`src/rtl/mem_bus_arbiter_if.sv`:
```
// Pipeline-side fetch/data ports plus the shared memory bus of the unified-memory arbiter.
// The master modport is the arbiter's view; slave is the pipeline/memory environment's view.
interface mem_bus_arbiter_if;
  logic        if_req;
  logic [31:0] if_addr;
  logic [31:0] if_rdata;
  logic        if_done;
  logic        if_stall;

  logic [1:0]  dm_cmd;
  logic [31:0] dm_addr;
  logic [31:0] dm_wdata;
  logic [31:0] dm_rdata;
  logic        dm_done;
  logic        dm_stall;

  logic [1:0]  bus_cmd;
  logic [31:0] bus_addr;
  logic [31:0] bus_wdata;
  logic [31:0] bus_rdata;

  modport master (
    input  if_req, if_addr, dm_cmd, dm_addr, dm_wdata, bus_rdata,
    output if_rdata, if_done, if_stall, dm_rdata, dm_done, dm_stall,
    output bus_cmd, bus_addr, bus_wdata
  );

  modport slave (
    output if_req, if_addr, dm_cmd, dm_addr, dm_wdata, bus_rdata,
    input  if_rdata, if_done, if_stall, dm_rdata, dm_done, dm_stall,
    input  bus_cmd, bus_addr, bus_wdata
  );
endinterface

```
`src/rtl/mem_bus_arbiter.sv`:
```
// Shares one memory bus between fetch and data ports, one transaction at a time; done arrives
// MEM_LATENCY+2 cycles after a request is first seen idle, and waiting ports are held off via stall.
module mem_bus_arbiter #(
  parameter int unsigned MEM_LATENCY  = 2,
  parameter int unsigned STARVE_LIMIT = 4
) (
  input logic               clk,
  input logic               rst_n,
  mem_bus_arbiter_if.master arb
);

  localparam logic [1:0] CMD_NONE  = 2'b00;
  localparam logic [1:0] CMD_LOAD  = 2'b01;
  localparam logic [1:0] CMD_STORE = 2'b10;
  localparam logic [3:0] LAT_INIT   = 4'(MEM_LATENCY);
  localparam logic [3:0] STARVE_MAX = 4'(STARVE_LIMIT);

  typedef enum logic [1:0] {
    IDLE,
    BUSY_I,
    BUSY_D
  } state_t;

  state_t      state_q, state_d;
  logic [3:0]  lat_cnt_q, lat_cnt_d;
  logic [3:0]  starve_cnt_q, starve_cnt_d;
  logic [1:0]  bus_cmd_q, bus_cmd_d;
  logic [31:0] bus_addr_q, bus_addr_d;
  logic [31:0] bus_wdata_q, bus_wdata_d;
  logic [31:0] if_rdata_q, if_rdata_d;
  logic [31:0] dm_rdata_q, dm_rdata_d;
  logic        if_done_q, if_done_d;
  logic        dm_done_q, dm_done_d;
  logic        is_load_q, is_load_d;

  logic dm_req;
  logic dm_pend;
  logic if_pend;

  assign dm_req = (arb.dm_cmd == CMD_LOAD) || (arb.dm_cmd == CMD_STORE);

  // A port is stale for the one cycle its done is showing: its request has not dropped yet.
  assign dm_pend = dm_req && !dm_done_q;
  assign if_pend = arb.if_req && !if_done_q;

  always_comb begin
    state_d      = state_q;
    lat_cnt_d    = lat_cnt_q;
    starve_cnt_d = starve_cnt_q;
    bus_cmd_d    = CMD_NONE;
    bus_addr_d   = bus_addr_q;
    bus_wdata_d  = bus_wdata_q;
    if_rdata_d   = if_rdata_q;
    dm_rdata_d   = dm_rdata_q;
    if_done_d    = 1'b0;
    dm_done_d    = 1'b0;
    is_load_d    = is_load_q;

    case (state_q)
      IDLE: begin
        if (dm_pend && (!if_pend || (starve_cnt_q < STARVE_MAX))) begin
          bus_cmd_d   = arb.dm_cmd;
          bus_addr_d  = arb.dm_addr;
          bus_wdata_d = arb.dm_wdata;
          is_load_d   = (arb.dm_cmd == CMD_LOAD);
          lat_cnt_d   = LAT_INIT;
          state_d     = BUSY_D;
          if (if_pend) begin
            starve_cnt_d = starve_cnt_q + 4'd1;
          end
        end else if (if_pend) begin
          bus_cmd_d    = CMD_LOAD;
          bus_addr_d   = arb.if_addr;
          bus_wdata_d  = 32'h0;
          lat_cnt_d    = LAT_INIT;
          starve_cnt_d = 4'd0;
          state_d      = BUSY_I;
        end
      end

      BUSY_I, BUSY_D: begin
        // The issue cycle itself is not part of the bus latency, so counting starts after it.
        if (bus_cmd_q != CMD_NONE) begin
          lat_cnt_d = lat_cnt_q;
        end else if (lat_cnt_q == 4'd1) begin
          lat_cnt_d = 4'd0;
          state_d   = IDLE;
          if (state_q == BUSY_I) begin
            if_rdata_d = arb.bus_rdata;
            if_done_d  = 1'b1;
          end else begin
            if (is_load_q) begin
              dm_rdata_d = arb.bus_rdata;
            end
            dm_done_d = 1'b1;
          end
        end else begin
          lat_cnt_d = lat_cnt_q - 4'd1;
        end
      end

      default: begin
        state_d = IDLE;
      end
    endcase
  end

  always_ff @(posedge clk or negedge rst_n) begin
    if (!rst_n) begin
      state_q      <= IDLE;
      lat_cnt_q    <= 4'd0;
      starve_cnt_q <= 4'd0;
      bus_cmd_q    <= CMD_NONE;
      bus_addr_q   <= 32'h0;
      bus_wdata_q  <= 32'h0;
      if_rdata_q   <= 32'h0;
      dm_rdata_q   <= 32'h0;
      if_done_q    <= 1'b0;
      dm_done_q    <= 1'b0;
      is_load_q    <= 1'b0;
    end else begin
      state_q      <= state_d;
      lat_cnt_q    <= lat_cnt_d;
      starve_cnt_q <= starve_cnt_d;
      bus_cmd_q    <= bus_cmd_d;
      bus_addr_q   <= bus_addr_d;
      bus_wdata_q  <= bus_wdata_d;
      if_rdata_q   <= if_rdata_d;
      dm_rdata_q   <= dm_rdata_d;
      if_done_q    <= if_done_d;
      dm_done_q    <= dm_done_d;
      is_load_q    <= is_load_d;
    end
  end

  assign arb.bus_cmd   = bus_cmd_q;
  assign arb.bus_addr  = bus_addr_q;
  assign arb.bus_wdata = bus_wdata_q;
  assign arb.if_rdata  = if_rdata_q;
  assign arb.dm_rdata  = dm_rdata_q;
  assign arb.if_done   = if_done_q;
  assign arb.dm_done   = dm_done_q;
  assign arb.if_stall  = arb.if_req && !if_done_q;
  assign arb.dm_stall  = dm_req && !dm_done_q;

endmodule
```
`src/flat_wrapper.sv`:
```
// flat-port wrapper written by rule: the top's interface ports become plain ports
module mem_bus_arbiter_flat 
#(
  parameter int unsigned MEM_LATENCY  = 2,
  parameter int unsigned STARVE_LIMIT = 4
)
  (clk, rst_n, arb_if_req, arb_if_addr, arb_dm_cmd, arb_dm_addr, arb_dm_wdata, arb_bus_rdata, arb_if_rdata, arb_if_done, arb_if_stall, arb_dm_rdata, arb_dm_done, arb_dm_stall, arb_bus_cmd, arb_bus_addr, arb_bus_wdata);
  mem_bus_arbiter_if arb_i ();
  input logic clk;
  input logic rst_n;
  input wire logic [$bits(arb_i.if_req)-1:0] arb_if_req;
  input wire logic [$bits(arb_i.if_addr)-1:0] arb_if_addr;
  input wire logic [$bits(arb_i.dm_cmd)-1:0] arb_dm_cmd;
  input wire logic [$bits(arb_i.dm_addr)-1:0] arb_dm_addr;
  input wire logic [$bits(arb_i.dm_wdata)-1:0] arb_dm_wdata;
  input wire logic [$bits(arb_i.bus_rdata)-1:0] arb_bus_rdata;
  output wire logic [$bits(arb_i.if_rdata)-1:0] arb_if_rdata;
  output wire logic [$bits(arb_i.if_done)-1:0] arb_if_done;
  output wire logic [$bits(arb_i.if_stall)-1:0] arb_if_stall;
  output wire logic [$bits(arb_i.dm_rdata)-1:0] arb_dm_rdata;
  output wire logic [$bits(arb_i.dm_done)-1:0] arb_dm_done;
  output wire logic [$bits(arb_i.dm_stall)-1:0] arb_dm_stall;
  output wire logic [$bits(arb_i.bus_cmd)-1:0] arb_bus_cmd;
  output wire logic [$bits(arb_i.bus_addr)-1:0] arb_bus_addr;
  output wire logic [$bits(arb_i.bus_wdata)-1:0] arb_bus_wdata;
  assign arb_i.if_req = arb_if_req;
  assign arb_i.if_addr = arb_if_addr;
  assign arb_i.dm_cmd = arb_dm_cmd;
  assign arb_i.dm_addr = arb_dm_addr;
  assign arb_i.dm_wdata = arb_dm_wdata;
  assign arb_i.bus_rdata = arb_bus_rdata;
  assign arb_if_rdata = arb_i.if_rdata;
  assign arb_if_done = arb_i.if_done;
  assign arb_if_stall = arb_i.if_stall;
  assign arb_dm_rdata = arb_i.dm_rdata;
  assign arb_dm_done = arb_i.dm_done;
  assign arb_dm_stall = arb_i.dm_stall;
  assign arb_bus_cmd = arb_i.bus_cmd;
  assign arb_bus_addr = arb_i.bus_addr;
  assign arb_bus_wdata = arb_i.bus_wdata;
  mem_bus_arbiter #(.MEM_LATENCY(MEM_LATENCY), .STARVE_LIMIT(STARVE_LIMIT)) u_core (.clk(clk), .rst_n(rst_n), .arb(arb_i));
endmodule
```
`config.mk`:
```
export PLATFORM = sky130hd
export DESIGN_NAME = mem_bus_arbiter_flat
export DESIGN_NICKNAME = d
export VERILOG_FILES = /design/src/rtl/mem_bus_arbiter_if.sv /design/src/rtl/mem_bus_arbiter.sv /design/src/flat_wrapper.sv
export SDC_FILE = /design/constraint.sdc
export NUM_CORES = 1
export LEC_CHECK = 0
export CAP_MARGIN = 20
export CORE_ASPECT_RATIO = 0.5
export CORE_MARGIN = 1
export CORE_UTILIZATION = 45
export DETAILED_ROUTE_END_ITERATION = 12
export MAX_ROUTING_LAYER = met4
export PLACE_DENSITY = 0.9
export SYNTH_ARGS = -nofsm -noshare
export SYNTH_HDL_FRONTEND = slang
export SYNTH_SLANG_ARGS = --single-unit
```
`constraint.sdc`:
```
create_clock -name clk -period 3.6 [get_ports clk]
set_input_delay 0.36 -clock clk [delete_from_list [all_inputs] [get_ports clk]]
set_output_delay 0.36 -clock clk [all_outputs]
set_load 0.03 [all_outputs]
```
[Yosys cells after proc, flatten, opt, wreduce, memory -nomap -nowiden]
Index checks and enable logic that the tools add are counted.
Storage, ports and cells
  output and inout port bits: 134
  latch bits: 0
  memories kept: 0
  memory bits (read-only): 0
  register bits: 143
  memory bits (writable): 0
Operators by class
  shifts and indexed selects: 0
  div/mod/pow operators: 0
  mux-type cells: 28
  equality and inequality tests: 8
  multipliers: 0
  reductions and logical operators: 20
  magnitude comparators: 1
  add/sub/neg operators: 2
  bitwise operators: 2
Operator list (number)
  2-to-1 mux 32 bit: 4
  2-to-1 mux 4 bit: 7
  2-to-1 mux 2 bit: 6
  2-to-1 mux 1 bit: 9
  case mux 4 bit (2 select lines): 1
  AND reduction 2 bit: 3
  AND reduction 3 bit: 2
  nonzero test 2 bit: 3
  AND reduction 5 bit: 1
  adder 4 x 1 -> 4 bit, second input constant: 1
  equality test 2 x 1 -> 1 bit, second input constant: 2
  equality test 2 bit, second input constant: 2
  equality test 4 x 1 -> 1 bit, second input constant: 1
  < comparator 4 x 3 -> 1 bit, second input constant: 1
  case mux 2 bit (2 select lines): 1
  AND reduction 4 bit: 1
  subtractor 4 x 1 -> 4 bit, second input constant: 1
  logical AND 1 bit: 3
  logical NOT 1 bit: 3
  inequality test 3 x 1 -> 1 bit, second input constant: 1
  logical NOT 2 bit: 1
  logical OR 1 bit: 2
  inequality test 2 x 1 -> 1 bit, second input constant: 1
  inequality test 2 bit, second input constant: 1
  other kinds (2): 3

[Logic depth before layout (Yosys ltp)]
Gate-level depths: netlist of the first run.
  depth after elaboration: 7
  gate-level depth with buffers: 8

[Worst setup path before layout of the first run]
OpenSTA, ideal clock, no wires.
  kind: input -> register
  start: input port arb_dm_cmd[1]
  end: register u_core.bus_wdata_q[21] (netlist: u_core.arb.bus_wdata[21])
  path slack: 1.370 ns
  data arrival time: 2.164 ns
  setup time: 0.066 ns
  stages on the path: 7
  data required time: 3.534 ns
  cell sequence: inv_1 -> ha_1 -> nor2_1 -> o21ai_1 -> nor2_1 -> clkbuf_1 -> a22o_1
On the way
  longest elaborated chain between the ends: 6
  elaborated cells on any way between the ends: 8
  classes of those cells: 2 x eq/ne; 1 x mux; 5 x reduce/logical
Ends and longest elaborated chain
  start, declared: line flat_wrapper.sv:13  | input wire logic [$bits(arb_i.dm_cmd)-1:0] arb_dm_cmd;
  equality test 2 x 1 -> 1 bit or equality test 2 bit (tied branches): line mem_bus_arbiter.sv:40  | assign dm_req = (arb.dm_cmd == CMD_LOAD) || (arb.dm_cmd == CMD_STORE);
  logical OR 1 bit (*): line mem_bus_arbiter.sv:40
  logical AND 1 bit (*)
  net arb_dm_stall: line flat_wrapper.sv:22  | output wire logic [$bits(arb_i.dm_stall)-1:0] arb_dm_stall;
  logical AND 1 bit (*): line mem_bus_arbiter.sv:61  | if (dm_pend && (!if_pend || (starve_cnt_q < STARVE_MAX))) begin
  nonzero test 2 bit (no line)
  AND reduction 2 bit (no line)
  end signal, assigned: line mem_bus_arbiter.sv:127  | bus_wdata_q <= bus_wdata_d;
  end, declared: line mem_bus_arbiter.sv:29  | logic [31:0] bus_wdata_q, bus_wdata_d;
Mark *: on every way through the listed nets, which the timed path passes. The rest lies on a longest branch.
A chain may end at the register's enable or synchronous reset.

[Worst setup path in the final report of the first run]
  start: input port arb_dm_cmd[1]
  end: output port arb_dm_stall
On the way
  longest elaborated chain between the ends: 3
  elaborated cells on any way between the ends: 4
  classes of those cells: 2 x eq/ne; 2 x reduce/logical
Ends and longest elaborated chain
  equality test 2 x 1 -> 1 bit or equality test 2 bit (tied branches): line mem_bus_arbiter.sv:40
  logical OR 1 bit (*): line mem_bus_arbiter.sv:40
  logical AND 1 bit (*): line mem_bus_arbiter.sv:144  | assign arb.dm_stall = dm_req && !dm_done_q;
  end, declared: line flat_wrapper.sv:22
Every way passes the cells marked *; elsewhere a longest branch is shown, timed or not.

==> impl_metrics.json, run 1 <==
{
  "status": "completed",
  "dp.cells": 833,
  "met3_usage_pct": 6.19,
  "drtIter0Drc": 234,
  "grt_max_degree": 93,
  "cts_buffers": 17,
  "setup_viol": 0,
  "hold_violations": 0,
  "syn_to_final_growth_pct": 58.4,
  "synth_compound_area_share_pct": 9.48,
  "drive_above_1_share_pct": 15.7,
  "r2r-start": "u_core.state_q[0]",
  "synth-simple-area-share_pct": 4.69,
  "grt_pass1_wl_um": 24000,
  "vias": 4416,
  "clockRootBuffer": "clkbuf_16",
  "crit_chain": "clkdlybuf4s50_1 -> inv_1 -> ha_1 -> nor2_1 -> clkdlybuf4s50_1",
  "cts_hold_buffers": 0,
  "io_buffers": 266,
  "ys_ff_latch": 143,
  "maxCapViolCount": 0,
  "clkTransAtPathRegs_ps": 60,
  "synth_top_area_cell": "dfrtp_1",
  "required_ps": 3240,
  "setup_tns_ps": 0,
  "synth_mux_area_share_pct": 20.3,
  "cp_common_cell": "clkdlybuf4s50_1",
  "cts_resized": 0,
  "cts_max_level": 4,
  "clock_path_buffers": 2,
  "final_cells": 865,
  "grt_usage_pct": 24.3,
  "cp_top_family": "buffers and inverters",
  "period_minus_slack_ps": 2750,
  "routed_wl_um": 15700,
  "start_kind": "input pin",
  "rsz0062_at_grt": "false",
  "worstSetupPathType": "in -> out",
  "gp_congestion": 0.847,
  "synth_fp_nets": 558,
  "critPathSlowestCell": "clkdlybuf4s50_1",
  "post-cts-setup-buffers": 0,
  "synth_edf_count": 0,
  "routedWlPerCell_um": 18.2,
  "core_um2": 12200,
  "slowest_delay_ps": 780,
  "synth_top_family_by_area": "multiplexers",
  "initial_core_util_pct": 47.8,
  "synth_top_flop_cell": "dfrtp_1",
  "synthCells": 419,
  "place_area_um2": 8650,
  "skew_ps": 12.7,
  "leakage_uw": 0.00415,
  "crit_path_max_fanout": 6,
  "crit_buf_inv": 3,
  "stdcell_area_um2": 9260,
  "antenna_left": 0,
  "finish.net_count": 826,
  "rows": 28,
  "maxSlewViolCount": 0,
  "die_h_um": 82.6,
  "grt_pass1_vias": 4561,
  "endpoint_kind": "output pin",
  "slew_headroom_pct": 44.3,
  "num_io_pins": 267,
  "finalCritPeriodShare_pct": 76.3,
  "antennaDiodeCount": 0,
  "use_met1_pct": 26.7,
  "worst_slew_pin_slew_ps": 835,
  "ys_seq_area_share_pct": 61.2,
  "arrival_ps": 2390,
  "via_per_inst": 5.11,
  "startpoint": "arb_dm_cmd[1]",
  "ys_top_cells_by_area": "dfrtp_1 61%, mux2_4 7.7%, mux2_2 6.7%",
  "fmax_mhz": 364,
  "cts_tree": "done",
  "grt_util_met2_pct": 42.9,
  "avgSynthCellArea_um2": 13.9,
  "clk_latency_ps": 410,
  "synth_xor_area_share_pct": 0,
  "grt.busiest_layer": "met2",
  "peakVddDrop_uv": 506,
  "die_area_um2": 13500,
  "fill_cells": 792,
  "async_flop_share_pct": 100,
  "synth_adder_area_share_pct": 1.28,
  "overflow": 0,
  "hp-class": "in -> async",
  "dpl.hpwl_um": 11300,
  "power.density_nw_per_um2": 979,
  "die_w_um": 163,
  "antenna_found_initial": 0,
  "dr.pass1.iters": 4,
  "power_uw": 9060,
  "yosys.cell_types.count": 36,
  "synth_top_area_share_pct": 61.2,
  "cts.sinks": 143,
  "drc": 0,
  "ys_warn_count": 0,
  "syn_area_um2": 5840
}
## cell usage in the layout (no fill, tap or decap), types with 2 or more instances in the layout
cell type	synthesis	layout
o21ai_4	0	2
o31ai_1	2	2
inv_6	0	5
a21oi_1	3	3
bufinv_16	0	3
mux2i_1	34	34
clkinvlp_4	0	3
mux2_4	30	30
clkinv_4	0	2
clkdlybuf4s50_1	0	265
nand2_2	2	2
nand2_1	37	37
ha_1	6	6
mux2_2	35	35
a22o_1	33	33
o21ai_0	35	35
clkbuf_16	0	17
inv_1	7	7
dfrtp_1	143	143
nor2_1	7	6
buf_4	1	5
nor3_1	3	3
## worst reg2reg max path: stages, from the launching register on
cell     delay [ps]
dfrtp_1         400
inv_1            70
ha_1            380
or3b_1          430
nor3_4          160
nand2_2         370
buf_4           400
mux2_4          350
## area by class of cell
cell class                      count  area [um2]  share of cell area [%]
Multi-Input combinational cell    245        2110                    22.8
Tap cell                          165         206                    2.23
Sequential cell                   143        3580                    38.7
Clock inverter                     14         179                    1.93
Clock buffer                       18         429                    4.64
Timing Repair Buffer              272        2720                    29.4
Inverter                            8        30.0                   0.324
## Yosys cell counts (2+ instances only)
library cell	n
a21oi_1	3
a22o_1	33
buf_2	10
buf_6	6
clkbuf_1	6
dfrtp_1	143
ha_1	6
inv_1	7
mux2_2	35
mux2_4	30
mux2i_1	34
nand2_1	37
nand2_2	2
nor2_1	7
nor3_1	3
o21ai_0	35
o21ai_1	2
o31ai_1	2
## flip-flops by register name, summed over array words and instances, names as in the netlist
| register | flops |
|---|---|
| u_core.arb.bus_addr | 32 |
| u_core.lat_cnt_q | 4 |
| u_core.arb.dm_done | 1 |
| u_core.starve_cnt_q | 4 |
| u_core.arb.bus_cmd | 2 |
| u_core.state_q | 2 |
| u_core.arb.dm_rdata | 32 |
| u_core.arb.bus_wdata | 32 |
| u_core.arb.if_rdata | 32 |
| u_core.arb.if_done | 1 |
| u_core.is_load_q | 1 |
## metal layers
metal,share of wire (%),vias to the layer above
met2,52,157
li1,-,2032
met5,0,-
met4,2.7,0
met1,40,2193
met3,5.0,34
## power by group
part           switching, uW  internal (uW)
registers                431           2340
logic                   2470           2000
clock network            710           1100
## kinds of logic after synthesis
family / after synthesis
buffers and inverters: 31
adder cells (fa/ha/maj): 6
AND/OR/NAND/NOR: 59
flip-flops: 143
AO/OA/AOI/OAI: 81
multiplexers: 99
## per-stage QoR
step | utilization, % | setup slack (ps) | hold WS (ps)
4_1_cts | 75.7 | 857 | 68.0
2_1_floorplan | - | 1370 | 64.4
3_5_place_dp | 70.7 | 833 | 470
3_3_place_gp | 70.7 | 876 | 460
5_1_grt | 75.7 | 749 | 74.5
6_report | 75.7 | 855 | 15.8
## final timing paths
check	end	slack (ps)	depth (start not counted)
max	arb_dm_stall	850	5
max in group asynchronous	u_core.arb.bus_addr[0]	2640	2
max reg2reg	u_core.arb.dm_rdata[24]	950	7
min in group clk	u_core.arb.bus_addr[20]	480	2
min reg2reg	u_core.arb.bus_addr[20]	480	2
min	u_core.arb.dm_rdata[26]	20	1
(Power assumes the default switching activity.)
==> run 2, diff against run 1 <==
- CORE_UTILIZATION: 45 -> 42
- PLACE_DENSITY: 0.9 -> 0.85
- clock period: 3.6 -> 2.7 ns (I/O delays scaled with it)
==> run 2 against run 1 <==
Critical path type is now reg -> reg. Clock skew shrank 1.8 ps. Routed wire length shrank 2.2%. Combinational power grew 34%. Die area grew 7.0%. Critical path depth grew 2. Power grew 35%. Highest routed layer unchanged. Clock-buffer cell count is the same. Clock power grew 40%. Worst setup slack lost 440 ps. Register-to-register slack lost 540 ps. Critical endpoint is now u_core.arb.dm_rdata[25].
==> impl_metrics.json, run 2 (synthesized netlist as in run 1, its figures left out) <==
{
  "drtIter0Drc": 214,
  "crit_buf_inv": 2,
  "finish.net_count": 831,
  "cts.sinks": 143,
  "setup_viol": 0,
  "antenna_left": 0,
  "setup_tns_ps": 0,
  "syn_to_final_growth_pct": 60.5,
  "min_to": "u_core.arb.bus_cmd[1]",
  "cts_resized": 0,
  "fin_ws_ps": 412,
  "peakVddDrop_uv": 599,
  "required_ps": 2980,
  "die_area_um2": 14400,
  "start_kind": "flop",
  "slowest_delay_ps": 430,
  "core_um2": 13600,
  "r2r-start": "u_core.state_q[0]",
  "drive_above_1_share_pct": 16.3,
  "period_minus_slack_ps": 2290,
  "worstSetupPathType": "reg -> reg",
  "fmax_mhz": 437,
  "die_w_um": 169,
  "hold_ws_ps": 434,
  "vias": 4391,
  "rr_endpoint": "u_core.arb.dm_rdata[25]",
  "rows": 30,
  "io_buffers": 266,
  "stdcell_area_um2": 9380,
  "rr_worst_depth": 7,
  "initial_core_util_pct": 43.1,
  "power.density_nw_per_um2": 1300,
  "die_h_um": 85.4,
  "routed_wl_um": 15400,
  "cts_tree": "done",
  "routedWlPerCell_um": 17.2,
  "critPathSlowestCell": "or3b_1",
  "cp_top_family": "simple AND/OR/NAND/NOR gates",
  "grt_max_degree": 97,
  "dr.pass1.iters": 4,
  "pre_cts_slack_ps": 452,
  "clockRootBuffer": "clkbuf_16",
  "rsz0062_at_grt": "false",
  "crit_path_max_fanout": 32,
  "place_area_um2": 8730,
  "maxSlewViolCount": 0,
  "dpl.hpwl_um": 10700,
  "endpoint_kind": "flop",
  "slew_headroom_pct": 46.0,
  "worst_slew_pin_slew_ps": 810,
  "leakage_uw": 0.00420,
  "clock_path_buffers": 2,
  "hp-class": "in -> reg",
  "final_common_cell": "clkdlybuf4s50_1",
  "arrival_ps": 2570,
  "grt_pass1_wl_um": 24300,
  "final_cell_mix": "265 x clkdlybuf4s50_1, 143 x dfrtp_1, 37 x nand2_1",
  "cts_max_level": 4,
  "maxCapViolCount": 0,
  "antennaDiodeCount": 0,
  "via_per_inst": 4.90,
  "hold_violations": 0,
  "grt_pass1_vias": 4688,
  "hold_depth": 3,
  "reg2reg_slack_ps": 410,
  "gp_congestion": 0.803,
  "antenna_found_initial": 0,
  "clk_latency_ps": 400,
  "skew_ps": 10.9,
  "cts_buffers": 17,
  "status": "completed",
  "clkTransAtPathRegs_ps": 60,
  "num_io_pins": 267,
  "finalCritPeriodShare_pct": 84.7,
  "grt_usage_pct": 22.5,
  "holdCritStartpoint": "arb_dm_cmd[1]",
  "drc": 0,
  "crit_chain": "inv_1 -> ha_1 -> or3b_1 -> nor3_4 -> nand2_2 -> buf_4 -> mux2_4",
  "overflow": 0,
  "fin_util_pct": 69.2
}
[run 2: cell types whose count changed in the layout (fill, tap and decap cells not counted)]
cell	before	now
clkbuf_1	1	0
inv_6	5	3
clkinv_4	2	1
inv_8	0	2
dlygate4sd3_1	0	1
clkinvlp_4	3	2
clkinv_2	1	2
buf_4	5	8
clkbuf_8	0	1
bufinv_16	3	4
buf_12	1	2
[run 2: tightest hold or removal path, delay by kind of cell]
kind                   cells  cell delay [ps]
AND/OR/NAND/NOR            1               60
buffers and inverters      2              470
[run 2: through the flow]
stage	power [uW]	std cells
floorplan	7100	419
global placement	9520	864
detailed placement	9680	864
CTS	12300	897
global route	12800	897
finish	12200	897
[run 2: routing by layer]
layer / global-route usage (%) / part of all wire, %
met1: 26.3 / 42
met2: 37.4 / 51
met3: 4.99 / 4.7
met4: 10.4 / 2.9
met5: - / 0
[run 2: worst max-delay path by stage]
stage | from | to | slack [ps] | cells past startpoint
after floorplan | arb_dm_cmd[1] | u_core.arb.bus_wdata[21] | 560 | 7
after global placement | u_core.state_q[0] | u_core.arb.dm_rdata[18] | 510 | 7
after detailed placement | u_core.state_q[0] | u_core.arb.dm_rdata[13] | 450 | 7
after CTS | u_core.state_q[0] | u_core.arb.dm_rdata[3] | 420 | 7
after global routing | u_core.state_q[0] | u_core.arb.dm_rdata[6] | 360 | 7
final | u_core.state_q[0] | u_core.arb.dm_rdata[25] | 410 | 7
[run 2: repair_timing]
action / CTS / global route
hold endpoints to repair: 82 / 0
buffers inserted: 0 / 0
hold buffers: 1 / 0
[run 2: area by class of cell]
class,instances,area (um2)
clock buffers,18,439
fillers,974,4170
clock inverters,14,203
flip-flops and latches,143,3580
well taps,192,240
multi-input cells,245,2110
repair buffers,277,2770
inverters,8,30.0
[run 2: power breakdown]
part	leakage [uW]	total, uW	switching, uW	internal, uW
Combinational	0.00215	6000	3320	2690
Clock	0.000311	2540	949	1590
Sequential	0.00174	3670	554	3110
Total	0.00420	12200	4820	7390
==> run 3, diff against run 2 <==
- CORE_UTILIZATION: 42 -> 38
- PLACE_DENSITY: 0.85 -> 0.81
- clock period: 2.7 -> 2.1 ns (I/O delays scaled with it)
==> run 3 against run 2 <==
Maximum frequency grew 11%. Critical path type unchanged. Routed wire length grew 1.2%. Clock power increased by 16%. Combinational power increased by 31%. Via count grew 0.23%. Critical path depth unchanged. Largest power group unchanged. Critical endpoint is now u_core.arb.dm_rdata[4]. Global-route usage down 2.3 points. Sequential share of layout area fell by 0.53 points. Power up 28%.
==> impl_metrics.json, run 3 (synthesized netlist as in run 1, its figures left out) <==
{
  "status": "completed",
  "reg2reg_slack_ps": 40,
  "pwr-share-comb_pct": 50.7,
  "startpoint": "u_core.state_q[0]",
  "overflow": 0,
  "dr.pass1.iters": 4,
  "worst_slew_pin_slew_ps": 527,
  "io_buffers": 266,
  "crit_path_max_fanout": 9,
  "worstSetupPathType": "reg -> reg",
  "gp_congestion": 0.842,
  "finish.net_count": 842,
  "routedWlPerCell_um": 17.0,
  "skew_ps": 14.1,
  "start_kind": "flop",
  "p_sw_uw": 6260,
  "power_uw": 15600,
  "drc": 0,
  "num_io_pins": 267,
  "initial_core_util_pct": 39.7,
  "drive_above_1_share_pct": 17.9,
  "die_w_um": 177,
  "clockRootBuffer": "clkbuf_16",
  "hold_violations": 0,
  "period_minus_slack_ps": 2060,
  "r2r-start": "u_core.state_q[0]",
  "p_clk_share_pct": 19.0,
  "cts.sinks": 143,
  "final_common_cell": "clkdlybuf4s50_1",
  "seqPwrFrac_pct": 30.4,
  "core_um2": 14700,
  "maxSlewViolCount": 0,
  "antenna_left": 0,
  "grt_pass1_wl_um": 23700,
  "leakage_uw": 0.00429,
  "cts_tree": "done",
  "vias": 4401,
  "peakVddDrop_uv": 808,
  "pre_cts_slack_ps": 40.2,
  "cts_buffers": 17,
  "final_cell_mix": "264 x clkdlybuf4s50_1, 143 x dfrtp_1, 37 x nand2_1",
  "slew_headroom_pct": 64.9,
  "required_ps": 2390,
  "finalCritPeriodShare_pct": 98.2,
  "cts_max_level": 4,
  "fin_ws_ps": 37.9,
  "routed_wl_um": 15600,
  "syn_to_final_growth_pct": 62.7,
  "rows": 31,
  "die_area_um2": 15900,
  "dpl.hpwl_um": 11100,
  "internal-power_uw": 9310,
  "maxCapViolCount": 0,
  "power.density_nw_per_um2": 1640,
  "antenna_found_initial": 0,
  "stdcell_area_um2": 9510,
  "clk_latency_ps": 410,
  "arrival_ps": 2350,
  "grt_max_degree": 55,
  "endpoint_kind": "flop",
  "antennaDiodeCount": 0,
  "clock_path_buffers": 2,
  "die_h_um": 89.7,
  "p_sw_share_pct": 40.2,
  "hp-class": "in -> async",
  "setup_viol": 0,
  "place_area_um2": 8860,
  "fmax_mhz": 485,
  "grt_usage_pct": 20.1,
  "clkTransAtPathRegs_ps": 70,
  "rsz0062_at_grt": "true",
  "via_per_inst": 4.82,
  "grt_pass1_vias": 4492,
  "drtIter0Drc": 206
}
[run 3: cell types whose count changed in the layout (fill, tap and decap cells not counted), sizes merged]
cell and delta:
clkinv +2, inv +3, bufinv -3, clkinvlp -1, clkdlybuf4s50 -1, buf +11
[run 3: power groups by stage]
| stage | Combinational [uW] | Sequential [uW] | Clock [uW] |
|---|---|---|---|
| after floorplan | 2160 | 6970 | 0 |
| after CTS | 7900 | 4740 | 3020 |
| final | 7890 | 4730 | 2950 |
| after detailed placement | 7880 | 4760 | 0 |
| after global routing | 8320 | 4890 | 3160 |
| after global placement | 7750 | 4710 | 0 |
[run 3: timing repair]
action / CTS / global route
resized for setup: 0 / 2
hold buffers: 1 / 0
setup endpoints to repair: 0 / 32
hold endpoints to repair: 52 / 0
setup buffers: 0 / 4
[run 3: layout make-up]
cell class                 count  area (um2)
fill                        1106        5230
clock inverter                15         149
clock buffer                  17         425
tap                          198         248
sequential                   143        3580
timing repair buffer         288        2960
inverter                       8        30.0
multi-input combinational    245        2120
[run 3: final timing paths]
| kind | endpoint | cells after the start |
|---|---|---|
| max | u_core.arb.dm_rdata[4] | 7 |
| min | u_core.arb.dm_rdata[25] | 2 |
| max reg2reg | u_core.arb.dm_rdata[4] | 7 |
| min reg2reg | u_core.arb.bus_addr[9] | 2 |
| max in group asynchronous | u_core.arb.bus_addr[3] | 3 |
| min in group clk | u_core.arb.bus_cmd[1] | 3 |
[run 3: worst max-delay path, stage by stage (launching register included)]
cell       delay (ps)
dfrtp_1           360
inv_1              50
ha_1              290
or3b_4            400
nor3_4            230
nand2_4           120
clkbuf_16         200
mux2_4            300
[run 3: per-layer routing]
metal / GRT usage (%) / part of all wire, % / vias up / routed length [um]
met4: 8.08 / 2.0 / 0 / 319
met5: - / 0 / - / 0
li1: - / - / 2077 / -
met2: 34.5 / 50 / 148 / 7850
met3: 4.12 / 5.8 / 24 / 897
met1: 23.7 / 42 / 2152 / 6500
[run 3: per-stage QoR]
stage	hold WS [ps]	utilization, %	instances	TNS (ps)
floorplan	-85.6	-	419	0
global placement	207	60.1	876	0
detailed placement	214	60.1	876	0
CTS	357	64.1	909	0
global route	353	64.5	914	-489
finish	326	64.5	914	0
